### src/rtl/cpu_defs.sv
// Shared CPU definitions: memory-address mux selector codes, exception cause
// codes and the exception vector addresses the memory decodes them to.
package cpu_defs;

  // Memory-address mux selector codes
  localparam logic [3:0] SEL_PC   = 4'b0000;
  localparam logic [3:0] SEL_ALU  = 4'b0001;
  localparam logic [3:0] SEL_OPC  = 4'b0010;
  localparam logic [3:0] SEL_OVF  = 4'b0011;
  localparam logic [3:0] SEL_DIV0 = 4'b0100;
  localparam logic [3:0] SEL_RS   = 4'b0101;

  // Exception cause codes, as reported on exc_cause
  typedef enum logic [1:0] {
    CAUSE_NONE = 2'd0,
    CAUSE_OPC  = 2'd1,
    CAUSE_OVF  = 2'd2,
    CAUSE_DIV0 = 2'd3
  } cause_e;

  // Handler-byte addresses selected by the vector selector codes
  localparam logic [7:0] VEC_ADDR_OPC  = 8'd253;
  localparam logic [7:0] VEC_ADDR_OVF  = 8'd254;
  localparam logic [7:0] VEC_ADDR_DIV0 = 8'd255;

  // Selector code that points the memory at the vector for a given cause
  function automatic logic [3:0] vector_sel(input cause_e cause);
    case (cause)
      CAUSE_OPC:  return SEL_OPC;
      CAUSE_OVF:  return SEL_OVF;
      CAUSE_DIV0: return SEL_DIV0;
      default:    return SEL_PC;
    endcase
  endfunction

endpackage

### src/rtl/exc_cause_encoder.sv
// Priority encoder for the three exception request lines.
// Priority opcode > overflow > div0; lower simultaneous requests are dropped.
module exc_cause_encoder
  import cpu_defs::*;
(
  input  logic       req_opcode_i,
  input  logic       req_overflow_i,
  input  logic       req_div0_i,
  output logic       valid_o,
  output cause_e     cause_o,
  output logic [3:0] sel_o
);

  // Pick the highest-priority request and its vector selector
  always_comb begin
    valid_o = 1'b0;
    cause_o = CAUSE_NONE;
    if (req_opcode_i) begin
      valid_o = 1'b1;
      cause_o = CAUSE_OPC;
    end else if (req_overflow_i) begin
      valid_o = 1'b1;
      cause_o = CAUSE_OVF;
    end else if (req_div0_i) begin
      valid_o = 1'b1;
      cause_o = CAUSE_DIV0;
    end
    sel_o = vector_sel(cause_o);
  end

endmodule

### src/rtl/exc_sequencer.sv
// Multicycle exception sequencer for the memory-address mux.
// IDLE passes the main control's selector through. An accepted request
// latches cause and EPC, then SAVE (EPC write) -> WAIT (MEM_WAIT cycles of
// memory latency on the vector address) -> LOAD (PC write from handler byte).
// Requests are only sampled in IDLE; anything arriving while busy is dropped.
// MEM_WAIT must be >= 1.
module exc_sequencer
  import cpu_defs::*;
#(
  parameter int          MEM_WAIT  = 2,
  parameter logic [31:0] PC_OFFSET = 32'd4
) (
  input  logic        clk,
  input  logic        reset,
  input  logic [3:0]  ctrl_mux_sel,
  input  logic        exc_opcode,
  input  logic        exc_overflow,
  input  logic        exc_div0,
  input  logic [31:0] pc_in,
  input  logic [31:0] mem_rdata,
  output logic [3:0]  mux_sel,
  output logic        epc_wr,
  output logic [31:0] epc_data,
  output logic        pc_wr,
  output logic [31:0] pc_data,
  output logic        stall,
  output logic [1:0]  exc_cause,
  output logic        done,
  output logic [1:0]  dbg_state
);

  localparam int CNT_W = (MEM_WAIT > 1) ? $clog2(MEM_WAIT) : 1;
  localparam logic [CNT_W-1:0] CNT_LAST = CNT_W'(MEM_WAIT - 1);

  typedef enum logic [1:0] {
    IDLE = 2'd0,
    SAVE = 2'd1,
    WAIT = 2'd2,
    LOAD = 2'd3
  } state_e;

  state_e           state_q, state_d;
  logic [CNT_W-1:0] cnt_q, cnt_d;
  cause_e           cause_q, cause_d;
  logic [3:0]       sel_q, sel_d;
  logic [31:0]      epc_q, epc_d;

  logic             enc_valid;
  cause_e           enc_cause;
  logic [3:0]       enc_sel;

  // Only the handler byte is used; the upper read-data bits are ignored
  logic             unused_rdata_hi;
  assign unused_rdata_hi = ^mem_rdata[31:8];

  exc_cause_encoder u_enc (
    .req_opcode_i   (exc_opcode),
    .req_overflow_i (exc_overflow),
    .req_div0_i     (exc_div0),
    .valid_o        (enc_valid),
    .cause_o        (enc_cause),
    .sel_o          (enc_sel)
  );

  // State and datapath registers; reset aborts any sequence in flight
  always_ff @(posedge clk or negedge reset) begin
    if (!reset) begin
      state_q <= IDLE;
      cnt_q   <= '0;
      cause_q <= CAUSE_NONE;
      sel_q   <= SEL_PC;
      epc_q   <= '0;
    end else begin
      state_q <= state_d;
      cnt_q   <= cnt_d;
      cause_q <= cause_d;
      sel_q   <= sel_d;
      epc_q   <= epc_d;
    end
  end

  // Next-state logic: accept in IDLE only, count memory latency in WAIT
  always_comb begin
    state_d = state_q;
    cnt_d   = cnt_q;
    cause_d = cause_q;
    sel_d   = sel_q;
    epc_d   = epc_q;
    case (state_q)
      IDLE: begin
        if (enc_valid) begin
          state_d = SAVE;
          cause_d = enc_cause;
          sel_d   = enc_sel;
          epc_d   = pc_in - PC_OFFSET;
        end
      end
      SAVE: begin
        state_d = WAIT;
        cnt_d   = '0;
      end
      WAIT: begin
        if (cnt_q == CNT_LAST) begin
          state_d = LOAD;
        end else begin
          cnt_d = cnt_q + 1'b1;
        end
      end
      LOAD: begin
        state_d = IDLE;
      end
      default: begin
        state_d = IDLE;
      end
    endcase
  end

  // Moore outputs: the sequencer owns the mux selector whenever busy
  always_comb begin
    mux_sel = ctrl_mux_sel;
    epc_wr  = 1'b0;
    pc_wr   = 1'b0;
    done    = 1'b0;
    stall   = (state_q != IDLE);
    if (state_q != IDLE) begin
      mux_sel = sel_q;
    end
    if (state_q == SAVE) begin
      epc_wr = 1'b1;
    end
    if (state_q == LOAD) begin
      pc_wr = 1'b1;
      done  = 1'b1;
    end
  end

  assign pc_data   = {24'h0, mem_rdata[7:0]};
  assign epc_data  = epc_q;
  assign exc_cause = cause_q;
  assign dbg_state = state_q;

endmodule

### config.mk
export PLATFORM = sky130hd
export DESIGN_NAME = exc_sequencer
export DESIGN_NICKNAME = d
export VERILOG_FILES = /design/src/rtl/cpu_defs.sv /design/src/rtl/exc_cause_encoder.sv /design/src/rtl/exc_sequencer.sv
export SDC_FILE = /design/constraint.sdc
export NUM_CORES = 1
export LEC_CHECK = 0
export BUFFER_PORTS_ARGS = -buffer_cell sky130_fd_sc_hd__buf_4
export CAP_MARGIN = 30
export CORE_AREA = 2 2 95 97
export CTS_CLUSTER_SIZE = 25
export DETAILED_ROUTE_END_ITERATION = 7
export DIE_AREA = 0 0 97 99
export GPL_ROUTABILITY_DRIVEN = 0
export REMOVE_ABC_BUFFERS = 1
export SKIP_LAST_GASP = 1
export SYNTH_ARGS = -nofsm -noshare
export SYNTH_HDL_FRONTEND = slang
export SYNTH_SLANG_ARGS = --single-unit
export TNS_END_PERCENT = 10
### constraint.sdc
create_clock -name clk -period 5.81 [get_ports clk]
set_clock_uncertainty 0.15 [all_clocks]
set_input_delay 0 -clock clk [delete_from_list [all_inputs] [get_ports clk]]
set_output_delay 0 -clock clk [all_outputs]
set_load 0.05 [all_outputs]
==> flow_summary.ini <==
[critical_path]
critical_path.slowest_cell = sky130_fd_sc_hd__dlygate4sd3_1
timing.critical_path.fanout_max = 12
cp_data_required_time_ps = 5820
timing.setup.critical_path_class = input pin to register
worst_setup_path_start_kind = input pin
timing.critical_path.arrival_ps = 2810
timing.critical_path.cells = dlygate4sd3_1 -> buf_4 -> nor4_1 -> nand3b_1 -> nor4_1 -> xnor2_1 -> dlygate4sd3_1 -> o21ai_1
crit_path_end_kind = register
cpPeakStageDelay_ps = 560

[die]
die_h_um = 99
floorplan.die.width_um = 97
ios = 149
core-area_sq_mm = 0.00855
die_area_sq_mm = 0.00960
floorplan_row_count = 34
start_util_pct = 29.1

[route]
wirelength_um = 6520
route.antenna.remaining_nets = 0
dr.first_iter.drc_count = 33
dr_total_vias = 2174
firstDrtPassIters = 4
mean_number_of_vias_per_cell = 4.38
detail_route.wl_per_cell_um = 13.1
detail_route.drc_violations = 0

[global_route]
pin_count_of_the_biggest_net_entering_global_routing = 53
globalRouteMet1Util_pct = 16.3
overflow = 0
grt_most_used_layer = met2
groute.layer.met3.usage_pct = 2.48
use_met2_pct = 24.8
number_of_antenna_violations_at_the_first_check_in_global_routing = 0
grt_pass1_vias = 2148
global_route.usage.total_pct = 13.4
grt_pass1_wl_um = 10500

[yosys]
syn_avg_cell_area_sq_um = 9.43
synth_seq_cells = 40
synthDistinctLibCells = 38
synth_edf_count = 0
main_flop_type_after_synthesis = sky130_fd_sc_hd__dfrtp_1
async_reset_ff_share_pct = 100
syn_inst = 264
ys_warn_count = 0
synth_seq_area_share_pct = 40.2
post_synth_instance_area_sq_mm = 0.00249

[layout]
layout-drive-gt1-share_pct = 29.1
antenna_cells_inserted = 0
syn_to_final_growth_pct = 46.8
final_area_sq_mm = 0.00365
register_area_sq_mm = 0.00100
fin_nets = 467
fillCellCount = 841
multi_input_comb_area_sq_mm = 0.00125

[timing]
tightest_slew_ps = 846
timing_hold_violations_final = 0
setup_tns_ps = 0
pnr_worst_setup_slack_ps = 3010
max-slew-margin-rel_pct = 43.1
finalMaxSlewViolations = 0
layout_worst_path_cycle_share_pct = 48.2
final.min_clock_period_ps = 2800
rsz0062_at_grt = false
max_fclk_mhz = 357
finalSetupViolCount = 0

[power]
power.switching_fraction_pct = 53.8
power.leakage_uw = 0.00168
power_frac_comb_pct = 63.9
p_per_area_mw_per_mm2 = 522
worst_ir_drop_on_vdd_uv = 163
clkPwrFrac_pct = 10.1
netSwitchingPower_uw = 1030
internal_power_uw = 881
seq_power_share_pct = 26.0

[clocking]
clock_tree_from_tritoncts = yes
cts.path.max_buffers = 2
htree_num_levels = 2
clkSinkCount = 40
cts.reportedPaths.clkPinSlew_ps = 70
clk-insertion-delay-late_ps = 280
cts_buffers = 5
post-cts-setup-buffers = 0
root_driver = sky130_fd_sc_hd__clkbuf_8

[run_status]
status = finished, final reports clean

[placement]
placement.cell_area_sq_mm = 0.00305
dp.final_hpwl_um = 4540
placement.io_buffers = 84
detailedPlace.worstSlack_ps = 3570

[run]
cap_viol_max_count = 0

[worst_hold_path]
hp-class = input pin to register
## metal layers
layer | vias up | wire length, um
met5 | - | 0
met4 | 0 | 54
met3 | 8 | 304
met2 | 66 | 3380
met1 | 1024 | 2780
li1 | 1076 | -
## cells in the final DEF, fill, tap and decap left out, types with 2 or more instances in the layout
cell type,netlist,routed
sky130_fd_sc_hd__xor2_1,3,3
sky130_fd_sc_hd__nor3_1,10,10
sky130_fd_sc_hd__inv_1,8,8
sky130_fd_sc_hd__or4_4,2,2
sky130_fd_sc_hd__dlygate4sd3_1,0,51
sky130_fd_sc_hd__dfrtp_1,40,40
sky130_fd_sc_hd__nor4_1,9,9
sky130_fd_sc_hd__o21ai_1,14,14
sky130_fd_sc_hd__nor2_1,8,8
sky130_fd_sc_hd__conb_1,1,24
sky130_fd_sc_hd__clkbuf_1,5,2
sky130_fd_sc_hd__clkbuf_8,0,6
sky130_fd_sc_hd__nand2_1,37,37
sky130_fd_sc_hd__a21oi_1,6,6
sky130_fd_sc_hd__o21ai_0,18,17
sky130_fd_sc_hd__xnor2_1,23,23
sky130_fd_sc_hd__buf_4,34,85
sky130_fd_sc_hd__nor4_4,3,3
sky130_fd_sc_hd__mux2_2,8,8
sky130_fd_sc_hd__a21o_1,2,2
sky130_fd_sc_hd__nor4_2,2,2
sky130_fd_sc_hd__or3_1,5,5
sky130_fd_sc_hd__ha_1,7,7
## critical path: cells and delay by family
| kind | cells | cell delay (ps) |
|---|---|---|
| xor+xnor | 1 | 160 |
| buf+inv | 3 | 1260 |
| simple gates | 3 | 1330 |
| compound gates | 1 | 60 |
## area by class of cell
cell class,count,area share (%)
sequential,40,27.4
tap,108,3.70
inverter,8,0.822
multi-input combinational,196,34.2
timing repair buffer,136,31.4
clock buffer,8,2.47
## cells in the mapped netlist (2+ instances only)
master | n | area, sq um
sky130_fd_sc_hd__nor4_1 | 9 | 56.3
sky130_fd_sc_hd__ha_1 | 7 | 87.6
sky130_fd_sc_hd__or4_4 | 2 | 22.5
sky130_fd_sc_hd__buf_4 | 34 | 255
sky130_fd_sc_hd__nand2_1 | 37 | 139
sky130_fd_sc_hd__inv_1 | 8 | 30.0
sky130_fd_sc_hd__a21oi_1 | 6 | 30.0
sky130_fd_sc_hd__buf_6 | 2 | 22.5
sky130_fd_sc_hd__clkbuf_1 | 5 | 18.8
sky130_fd_sc_hd__o21ai_1 | 14 | 70.1
sky130_fd_sc_hd__xnor2_1 | 23 | 201
sky130_fd_sc_hd__nor4_4 | 3 | 63.8
sky130_fd_sc_hd__o21ai_0 | 18 | 90.1
sky130_fd_sc_hd__xor2_1 | 3 | 26.3
sky130_fd_sc_hd__mux2_2 | 8 | 90.1
sky130_fd_sc_hd__nor2_1 | 8 | 30.0
sky130_fd_sc_hd__or3_1 | 5 | 31.3
sky130_fd_sc_hd__dfrtp_1 | 40 | 1000
sky130_fd_sc_hd__nor3_1 | 10 | 50.1
sky130_fd_sc_hd__buf_2 | 2 | 10.0
sky130_fd_sc_hd__nor4_2 | 2 | 25.0
sky130_fd_sc_hd__a21o_1 | 2 | 15.0
## power by group through the flow
| stage | logic, uW | registers, uW | clock network, uW |
|---|---|---|---|
| floorplan | 415 | 924 | 0 |
| global placement | 1180 | 497 | 0 |
| detailed placement | 1190 | 502 | 0 |
| CTS | 1230 | 498 | 203 |
| global route | 1300 | 514 | 211 |
| finish | 1220 | 496 | 192 |
## metrics by stage
step           total power (uW)  hold WS (ps)  utilization, %  instances
6_report                   1910          16.5            42.7        496
5_1_grt                    2020          43.3            42.7        496
4_1_cts                    1930          5.87            42.7        496
3_5_place_dp               1690          -149            35.7        437
3_3_place_gp               1670          -149            35.7        437
2_1_floorplan              1340          -446               -        244
## what timing repair did
item	in CTS	in global routing
resized for setup	0	0
hold buffers	51	0
hold endpoints to repair	81	0
## state kept, by name (all words and copies together), names as in the netlist
name and cells:
epc_data 32, exc_cause 2, dbg_state 2, cnt_q 1, sel_q 3
## path summary, 6_finish.rpt
kind,startpoint,to,slack (ps),cells after the start
worst min-delay path,pc_in[8],epc_data[8],20,4
worst max register to register,dbg_state[0],epc_data[1],3590,5
min in group asynchronous,reset,epc_data[10],100,2
max in group asynchronous,reset,epc_data[22],5040,2
worst min register to register,epc_data[9],epc_data[9],330,1
worst max-delay path,pc_in[7],epc_data[19],3010,8
## cell families (layout without fill, tap and decap cells)
kind of cell               Yosys count  after routing  share of synthesized area, %
other                                1             24                         0.151
xor gates and xnor gates            26             26                          9.15
muxes                                8              8                          3.62
and+or+nand+nor                     89             89                          20.8
adders and majority gates            7              7                          3.52
buffers and inverters               51            152                          13.5
DFF                                 40             40                          40.2
AOI/OAI and AO/OA                   42             42                          9.00
(Power assumes the default switching activity.)
